File: src/rtl/compuertas_pkg.sv
// Shared definitions for the gate-unit sweep checker: FSM states,
// bit positions of the gate result vector and the reference truth table.
package compuertas_pkg;

    typedef enum logic [1:0] {
        ST_IDLE,
        ST_DRIVE,
        ST_SAMPLE,
        ST_DONE
    } state_t;

    localparam int unsigned NUM_GATES = 7;

    localparam int unsigned AND_B  = 0;
    localparam int unsigned NAND_B = 1;
    localparam int unsigned OR_B   = 2;
    localparam int unsigned NOR_B  = 3;
    localparam int unsigned NOTA_B = 4;
    localparam int unsigned XOR_B  = 5;
    localparam int unsigned XNOR_B = 6;

    // Reference outputs of a correct gate unit for operands (a, b)
    function automatic logic [NUM_GATES-1:0] expected_gates(input logic a, input logic b);
        logic [NUM_GATES-1:0] e;
        e         = '0;
        e[AND_B]  = a & b;
        e[NAND_B] = ~(a & b);
        e[OR_B]   = a | b;
        e[NOR_B]  = ~(a | b);
        e[NOTA_B] = ~a;
        e[XOR_B]  = a ^ b;
        e[XNOR_B] = ~(a ^ b);
        return e;
    endfunction

endpackage

File: src/rtl/compuertas_esperado.sv
// Combinational expected-value generator for the gate unit.
module compuertas_esperado
    import compuertas_pkg::*;
(
    input  logic                 a_i,
    input  logic                 b_i,
    output logic [NUM_GATES-1:0] exp_o
);

    // Truth table lookup for the operands currently driven
    always_comb begin
        exp_o = expected_gates(a_i, b_i);
    end

endmodule

File: src/rtl/compuertas_barrido.sv
// Sweep-and-check self-test for the two-input gate unit: drives all four
// operand pairs, samples the seven gate outputs after HOLD_CYCLES settle
// cycles and accumulates a sticky per-gate error mask.
// Optional raw-result log enabled by defining COMPUERTAS_BARRIDO_LOG_EN.
module compuertas_barrido
    import compuertas_pkg::*;
#(
    parameter int unsigned HOLD_CYCLES = 1
)(
    input  logic                 clk,
    input  logic                 rst_n,
    input  logic                 start,
    output logic                 a,
    output logic                 b,
    input  logic [NUM_GATES-1:0] res,
    output logic                 busy,
    output logic                 done,
    output logic                 pass,
    output logic [NUM_GATES-1:0] err_mask,
    output logic [1:0]           vec_idx,
    input  logic [1:0]           rd_idx,
    output logic [NUM_GATES-1:0] rd_data
);

    localparam logic [7:0] HOLD_LAST = 8'(HOLD_CYCLES - 1);

    state_t               state_q, state_d;
    logic [7:0]           hold_q, hold_d;
    logic [1:0]           vec_q, vec_d;
    logic                 a_q, a_d;
    logic                 b_q, b_d;
    logic [NUM_GATES-1:0] mask_q, mask_d;
    logic                 pass_q, pass_d;
    logic                 log_we;
    logic                 log_clr;
    logic [NUM_GATES-1:0] exp_w;

    compuertas_esperado u_esperado (
        .a_i   (a_q),
        .b_i   (b_q),
        .exp_o (exp_w)
    );

    // State and datapath registers
    always_ff @(posedge clk or negedge rst_n) begin
        if (!rst_n) begin
            state_q <= ST_IDLE;
            hold_q  <= '0;
            vec_q   <= '0;
            a_q     <= 1'b0;
            b_q     <= 1'b0;
            mask_q  <= '0;
            pass_q  <= 1'b0;
        end else begin
            state_q <= state_d;
            hold_q  <= hold_d;
            vec_q   <= vec_d;
            a_q     <= a_d;
            b_q     <= b_d;
            mask_q  <= mask_d;
            pass_q  <= pass_d;
        end
    end

    // Next-state, operand sequencing and mismatch accumulation
    always_comb begin
        logic [NUM_GATES-1:0] mask_next;
        logic [1:0]           vec_next;
        state_d   = state_q;
        hold_d    = hold_q;
        vec_d     = vec_q;
        a_d       = a_q;
        b_d       = b_q;
        mask_d    = mask_q;
        pass_d    = pass_q;
        log_we    = 1'b0;
        log_clr   = 1'b0;
        mask_next = mask_q | (res ^ exp_w);
        vec_next  = vec_q + 2'd1;
        case (state_q)
            ST_IDLE: begin
                hold_d = '0;
                vec_d  = '0;
                a_d    = 1'b0;
                b_d    = 1'b0;
                // mask and pass survive IDLE so the result stays readable
                if (start) begin
                    state_d = ST_DRIVE;
                    mask_d  = '0;
                    pass_d  = 1'b0;
                    log_clr = 1'b1;
                end
            end
            ST_DRIVE: begin
                if (hold_q == HOLD_LAST) begin
                    hold_d  = '0;
                    state_d = ST_SAMPLE;
                end else begin
                    hold_d = hold_q + 8'd1;
                end
            end
            ST_SAMPLE: begin
                mask_d = mask_next;
                log_we = 1'b1;
                if (vec_q == 2'd3) begin
                    state_d = ST_DONE;
                    pass_d  = ~|mask_next;
                    vec_d   = '0;
                    a_d     = 1'b0;
                    b_d     = 1'b0;
                end else begin
                    state_d = ST_DRIVE;
                    vec_d   = vec_next;
                    a_d     = vec_next[1];
                    b_d     = vec_next[0];
                end
            end
            ST_DONE: begin
                state_d = ST_IDLE;
            end
            default: begin
                state_d = ST_IDLE;
            end
        endcase
    end

    assign a        = a_q;
    assign b        = b_q;
    assign busy     = (state_q == ST_DRIVE) || (state_q == ST_SAMPLE);
    assign done     = (state_q == ST_DONE);
    assign pass     = pass_q;
    assign err_mask = mask_q;
    assign vec_idx  = vec_q;

`ifdef COMPUERTAS_BARRIDO_LOG_EN
    logic [NUM_GATES-1:0] log_q [4];

    // Raw result log, one entry per vector, cleared on reset and new sweep
    always_ff @(posedge clk or negedge rst_n) begin
        if (!rst_n) begin
            for (int unsigned i = 0; i < 4; i++) log_q[i] <= '0;
        end else if (log_clr) begin
            for (int unsigned i = 0; i < 4; i++) log_q[i] <= '0;
        end else if (log_we) begin
            log_q[vec_q] <= res;
        end
    end

    assign rd_data = log_q[rd_idx];
`else
    logic unused_log;
    assign unused_log = ^{rd_idx, log_we, log_clr};
    assign rd_data    = '0;
`endif

endmodule
File: config.mk
export PLATFORM = sky130hd
export DESIGN_NAME = compuertas_barrido
export DESIGN_NICKNAME = d
export VERILOG_FILES = /design/src/rtl/compuertas_pkg.sv /design/src/rtl/compuertas_esperado.sv /design/src/rtl/compuertas_barrido.sv
export SDC_FILE = /design/constraint.sdc
export NUM_CORES = 1
export LEC_CHECK = 0
export ABC_AREA = 0
export BUFFER_PORTS_ARGS = -buffer_cell sky130_fd_sc_hd__buf_2
export CAP_MARGIN = 20
export CORE_ASPECT_RATIO = 1.2
export CORE_MARGIN = 4
export CORE_UTILIZATION = 50
export CTS_CLUSTER_SIZE = 28
export DETAILED_ROUTE_END_ITERATION = 10
export PLACE_DENSITY = 0.75
export SETUP_SLACK_MARGIN = 0.02
export SYNTH_ARGS = -nofsm -noshare
export SYNTH_HDL_FRONTEND = slang
export SYNTH_SLANG_ARGS = --single-unit
File: constraint.sdc
create_clock -name clk -period 4.5 [get_ports clk]
set_clock_uncertainty 0.05 [all_clocks]
set_input_delay 0.225 -clock clk [delete_from_list [all_inputs] [get_ports clk]]
set_output_delay 0.225 -clock clk [all_outputs]
set_load 0.03 [all_outputs]
==> results of run 1 <==
-- logic make-up (layout without fill, tap and decap cells) --
logic type	count (synthesis)	after routing
and+or+nand+nor	45	45
adders and majority gates	10	10
buffers and inverters	20	35
xor gates and xnor gates	7	7
DFF	20	20
other	1	7
muxes	3	3
AOI/OAI and AO/OA	35	35
-- metrics by stage --
step           instances  hold WS [ns]
5_1_grt              193        0.2785
6_report             193        0.2565
2_1_floorplan        147       -0.1206
4_1_cts              193        0.2439
3_3_place_gp         188        0.1460
3_5_place_dp         188        0.1481
-- state kept, by name, indices dropped and copies added, names as in the netlist --
name,cells
state_q,2
vec_idx,1
b,1
hold_q,8
err_mask,7
pass,1
-- power by group --
group          internal, mW  switching (mW)  leakage (nW)  total (mW)
sequential            0.217          0.0437         0.268       0.261
clock                0.0492          0.0532        0.0210       0.102
combinational         0.148           0.292         0.419       0.440
total                 0.414           0.389         0.709       0.803
-- layout by cell type (no fill, tap or decap), drive strengths merged, types with 3 or more instances in the layout --
cell type / n
ha: 10
mux2i: 3
clkbuf: 4
nand3: 3
a31oi: 4
conb: 7
nor2: 13
buf: 23
dfrtp: 20
a21oi: 13
nand2: 12
inv: 7
xor2: 5
nand2b: 6
o21ai: 9
-- layout make-up --
class | count | area [um2]
timing repair buffer | 24 | 125.1
sequential | 20 | 500.5
tap | 31 | 38.79
fill | 226 | 965.9
inverter | 7 | 26.28
multi-input combinational | 107 | 684.4
clock buffer | 4 | 36.28
-- final timing paths --
check / endpoint / slack, ns / cells after the start
worst max-delay path: state_q[1] / 2.15 / 6
worst min-delay path: pass / 0.26 / 3
min in group asynchronous: hold_q[2] / 0.34 / 2
worst max register to register: state_q[1] / 2.15 / 6
worst min register to register: pass / 0.47 / 2
max in group asynchronous: state_q[1] / 3.76 / 2
-- Yosys cell counts --
master / number / area, um2
a21boi_0: 1 / 7.510
buf_2: 1 / 5.000
clkbuf_1: 1 / 3.750
or4_1: 1 / 7.510
inv_1: 7 / 26.28
nand3_1: 3 / 15.01
ha_1: 10 / 125.1
mux2i_1: 3 / 30.03
nand2_1: 12 / 45.04
or4b_1: 1 / 10.01
nand2b_1: 6 / 37.54
nor2_1: 12 / 45.04
and4_2: 1 / 10.01
and3_1: 1 / 6.260
o21ai_0: 9 / 45.04
a21o_1: 1 / 7.510
buf_4: 10 / 75.07
a21oi_1: 13 / 65.06
nor4_1: 2 / 12.51
and2_2: 1 / 7.510
dfrtp_1: 20 / 500.5
nor2_2: 1 / 6.260
o31ai_1: 2 / 15.01
o22ai_1: 1 / 6.260
o211ai_1: 2 / 15.01
conb_1: 1 / 3.750
a211o_1: 1 / 8.760
o41ai_2: 1 / 16.27
nand4_1: 2 / 12.51
a31oi_1: 4 / 25.02
nor3b_1: 2 / 15.01
xor2_1: 5 / 43.79
xnor2_1: 2 / 17.52
clkdlybuf4s50_2: 1 / 11.26
-- layer usage --
metal  track usage [%]  wire length [um]  share of wire (%)  vias to the layer above
li1                  -                 -                  -                      510
met1             19.58              1071                 43                      503
met2             29.04              1319                 53                       20
met3             2.123                97                3.9                        2
met4             5.607                16               0.64                        0
met5                 0                 0                  0                        -
-- critical path: cells and delay by family (launching register included) --
family	cells	cell delay (ns)
DFF	1	0.44
buffers and inverters	1	0.08
adders and majority gates	1	0.13
AOI/OAI and AO/OA	2	0.80
and+or+nand+nor	2	0.73
==> summary.md, run 1 <==
| Metric | Value |
|---|---|
| Outcome | `complete, no violations` |
| Max-slew violation count | `0` |
| Synth warnings | `0` |
| Later-pin clock latency in the skew report | `0.29 ns` |
| Root Driver | `clkbuf_4` |
| Worst min path class | `in -> reg` |
| Chip height | `63.51 um` |
| Kind of critical path | `reg -> reg` |
| Post-Synth Adder-Cell Area | `9.747%` |
| Startpoint Class | `flip-flop` |
| RSZ-0062 raised after global routing | `false` |
| DIE WIDTH | `54.26 um` |
| Final #Nets | `185` |
| Worst Tran Pin Value | `0.8800 ns` |
| Post-CTS setup buffers | `0` |
| Clock slew at reported path FFs | `0.11 ns` |
| Maximum number of pins on one net before global-route repair | `21` |
| I/O pin cnt | `33` |
| Max-cap viol count | `0` |
| Crit path DAT | `2.47 ns` |
| Buffer depth of the longest clock path | `2` |
| GP Congestion | `0.7627` |
| Leak | `0.7085 nW` |
| CTS tree | `done` |
| Layout cell share with drive strength beyond 1 | `19.14%` |
| Power Total | `803.2 uW` |
| Total congestion overflow | `0` |
| Worst Setup End Kind | `flip-flop` |
| Final wirelength | `2503 um` |
| Setup TNS | `0 ns` |
| Initial core utilization | `54.00%` |
| Worst path required time | `4.62 ns` |
| Avg Synthesized Cell Area | `9.104 um2` |
| F_max | `426.1 MHz` |
| Core Util, Final | `59.37%` |
| Relative slew slack | `40.69%` |
| Initial antenna violation count | `0` |
| Peak supply drop | `0.4365 mV` |
| Antenna cells | `0` |
| Fin crit period | `2.347 ns` |
| Post-Synthesis Cells | `141` |
| Min setup slack post-route | `2.153 ns` |
| Crit path largest cell delay | `0.72 ns` |
| Seq/Total Area, Yosys | `38.99%` |
| Die area | `3445 um2` |
| # hold bufs at CTS | `1` |
| Worst setup path startpoint | `hold_q[0]` |
| Post-synthesis mux area share | `2.339%` |
| Slowest-stage cell, CP | `o41ai_2` |
| Final setup viols | `0` |
| Placed cell areas | `1365 um2` |
| First-pass GRT wire length | `4347 um` |
| Hold_sp | `res[2]` |
| FF+latch count, synth | `20` |
| Area share of and/or/nand/nor cells after synthesis | `17.93%` |
| R2R Path Start | `hold_q[0]` |
| Clock buffer count from CTS | `3` |
| Initial DRC count | `28` |
| Vias in the first global route | `1039` |
| Distinct cells, synth | `34` |
| Clk sink count | `20` |
| Max FO, Critical Path | `11` |
| Dpl hpwl | `1942 um` |
| Compound-Gate Fraction of Synth Area | `16.47%` |
| Row cnt | `19` |
| Fin area | `1411 um2` |
| DP Worst Slack | `2.130 ns` |
| Hold Fails Final Rpt | `0` |
| Area delta synth->final | `9.941%` |
| Cells along the critical path | `inv_1 -> ha_1 -> or4b_1 -> o41ai_2 -> and2_2 -> a31oi_1` |
| Vias | `1035` |
| CTS resizes | `0` |
| Synth Cell Area | `1284 um2` |
| Routed Antenna Nets | `0` |
| PortBufs | `23` |
| Synth Area in XOR/XNOR | `4.776%` |
| DRC Markers | `0` |
| Core Box Area | `2377 um2` |
| Drt pass-1 iters | `4` |
| Wire length per cell | `12.97 um` |
| Power Density | `569.1 nW/um2` |
| Largest family of logic cells by synthesized area | `simple AND/OR/NAND/NOR gates` |
| Final worst-path cycle share | `52.16%` |
| Via density | `5.363` |
| Max H-tree Level | `1` |
| GRT Util Overall | `16.49%` |
No activity file was read; power rests on OpenSTA's default activity.
==> run 2, diff against run 1 <==
==> constraint.sdc (replaced) <==
create_clock -name clk -period 2.4 [get_ports clk]
set_clock_uncertainty 0.05 [all_clocks]
set_input_delay 0.12 -clock clk [delete_from_list [all_inputs] [get_ports clk]]
set_output_delay 0.12 -clock clk [all_outputs]
set_load 0.03 [all_outputs]
==> run 2 against run 1 <==
- clock-buffer cell count decreased by 1
- power increased by 83%
- sequential share of layout area about the same
- flip-flop and latch count unchanged
- worst setup slack got worse by 1.7 ns
- first-iteration DRC count decreased by 21%
- maximum frequency increased by 19%
- hold slack got worse by 0.13 ns
- routed wire length increased by 1.2%
- critical path depth increased by 1
- combinational power increased by 88%
- register-to-register slack got worse by 1.7 ns
==> summary.md, run 2 (same netlist as run 1, synthesis figures left out) <==
| Metric | Value |
|---|---|
| Drt pass-1 iters | `4 (unchanged)` |
| Power Density | `1042 nW/um2 (+83%)` |
| PortBufs | `23 (unchanged)` |
| Final setup viols | `0 (unchanged)` |
| Power Total | `1.471 mW (+83%)` |
| Met1 usage | `18.64% (-0.95 points)` |
| Max H-tree Level | `1 (unchanged)` |
| Vias | `1026 (-0.87%)` |
| Core Util, Final | `59.42% (about the same)` |
| Peak supply drop | `0.8436 mV (+93%)` |
| Startpoint Class | `flip-flop` |
| GR Layer Usage met2 | `28.44% (-0.60 points)` |
| Via density | `5.289 (-1.4%)` |
| Wire length per cell | `13.06 um (+0.72%)` |
| Leak | `0.7107 nW (+0.30%)` |
| Antenna cells | `0 (unchanged)` |
| Max-cap viol count | `0 (unchanged)` |
| Multi-input gate area | `684.4 um2 (unchanged)` |
| Final #Nets | `187 (+1.1%)` |
| Row cnt | `19 (unchanged)` |
| Max-slew violation count | `0 (unchanged)` |
| Dpl cells | `190 (+1.1%)` |
| Clock slew at reported path FFs | `0.11 ns (about the same)` |
| Max FO, Critical Path | `10 (-1)` |
| Hold Fails Final Rpt | `0 (unchanged)` |
| Buffer depth of the longest clock path | `2 (unchanged)` |
| Setup TNS | `0 ns (unchanged)` |
| Later-pin clock latency in the skew report | `0.30 ns (about the same)` |
| Post-CTS setup buffers | `0 (unchanged)` |
| Fillers | `225 (-0.44%)` |
| Initial antenna violation count | `0 (unchanged)` |
| Hold_ws | `0.1280 ns (-0.1285 ns)` |
| Busiest grt layer | `met2` |
| Final Non-Filler Cells | `194 (+0.52%)` |
| Root Driver | `clkbuf_4` |
| Commonest non-fill, non-tap cell in the layout | `buf_2` |
| Maximum number of pins on one net before global-route repair | `21 (unchanged)` |
| Max FFs per register | `8 (unchanged)` |
| Total congestion overflow | `0 (unchanged)` |
| DRC Markers | `0 (unchanged)` |
| Storage element area | `500.5 um2 (unchanged)` |
| Area delta synth->final | `10.04% (about the same)` |
| GRT Util Overall | `16.15% (-0.34 points)` |
| Most flops, register | `hold_q` |
| Layout cell share with drive strength beyond 1 | `19.63% (+0.50 points)` |
| GP Congestion | `0.7389 (-3.1%)` |
| I/O pin cnt | `33 (unchanged)` |
| Clock buffer count from CTS | `3 (unchanged)` |
| Die area | `3445 um2 (unchanged)` |
| RSZ-0062 raised after global routing | `false` |
| Outcome | `complete, no violations` |
| Dpl hpwl | `1970 um (+1.5%)` |
| Worst Setup End Kind | `flip-flop` |
| Commonest cells after routing, fill and taps aside | `23 x buf_2, 20 x dfrtp_1, 13 x a21oi_1, 12 x nand2_1, 12 x nor2_1` |
| First-pass GRT wire length | `4188 um (-3.7%)` |
| Crit path DAT | `2.12 ns (-0.35 ns)` |
| Initial DRC count | `22 (-21%)` |
| Final wirelength | `2534 um (+1.2%)` |
| Vias in the first global route | `1005 (-3.3%)` |
| Slowest-stage cell, CP | `dfrtp_1` |
| Crit path largest cell delay | `0.44 ns (-0.28 ns)` |
| CTS tree | `done` |
| Initial core utilization | `54.00% (unchanged)` |
| Worst path required time | `2.55 ns (-2.07 ns)` |
| Core Box Area | `2377 um2 (unchanged)` |
| F_max | `507.0 MHz (+19%)` |
| Met3 Use GR | `2.123% (unchanged)` |
| Cells along the critical path | `inv_1 -> ha_1 -> or4b_1 -> o41ai_2 -> buf_4 -> o22ai_1 -> a21o_1` |
| Clk sink count | `20 (unchanged)` |
| Fin crit period | `1.973 ns (-0.3745 ns)` |
| Final worst-path cycle share | `82.19% (+30 points)` |
| Worst min path class | `in -> reg` |
| Chip height | `63.51 um (unchanged)` |
| DIE WIDTH | `54.26 um (unchanged)` |
| Kind of critical path | `reg -> reg` |
| Routed Antenna Nets | `0 (unchanged)` |
-- run 2: final timing paths --
kind	from	endpoint	slack, ns	cells after the start
hold reg to reg	pass	pass	0.46	2
hold / removal	res[2]	pass	0.13	3
max in group asynchronous	rst_n	hold_q[0]	1.73	2
setup / recovery	hold_q[0]	hold_q[2]	0.43	7
min in group asynchronous	rst_n	hold_q[4]	0.24	2
setup reg to reg	hold_q[0]	hold_q[2]	0.43	7
-- run 2: worst max-delay path, delay by kind of cell, from the launching register on --
| kind | cells | cell delay (ns) |
|---|---|---|
| adders and majority gates | 1 | 0.13 |
| buffers and inverters | 2 | 0.31 |
| DFF | 1 | 0.44 |
| AOI/OAI and AO/OA | 3 | 0.53 |
| and+or+nand+nor | 1 | 0.44 |
-- run 2: area by class of cell --
cell class	instances	share of cell area, %
well taps	31	2.746
clock buffers	3	1.594
inverters	7	1.860
multi-input cells	107	48.45
repair buffers	26	9.920
flip-flops and latches	20	35.43
-- run 2: layer usage --
layer  wire (um)  vias to the layer above
met5           0                        -
met4          16                        0
li1            -                      518
met1        1108                      484
met2        1298                       22
met3         110                        2
-- run 2: metrics by stage --
step                      cell area, um2  setup WS (ns)
after floorplan                     1306         0.4834
after global placement              1380         0.4565
after detailed placement            1380         0.4236
after CTS                           1413         0.4159
after global routing                1413         0.3132
final                               1413         0.4275
-- run 2: report_power, final --
group	internal [mW]	switching [mW]	leakage (nW)	total, mW
Combinational	0.281	0.546	0.429	0.828
Clock	0.0584	0.0966	0.0138	0.155
Sequential	0.407	0.0814	0.268	0.489
-- run 2: what timing repair did --
item	in CTS	in global routing
endpoints found under the setup margin	0	0
endpoints found under the hold margin	20	0
resized for setup	0	0
hold buffers	1	0
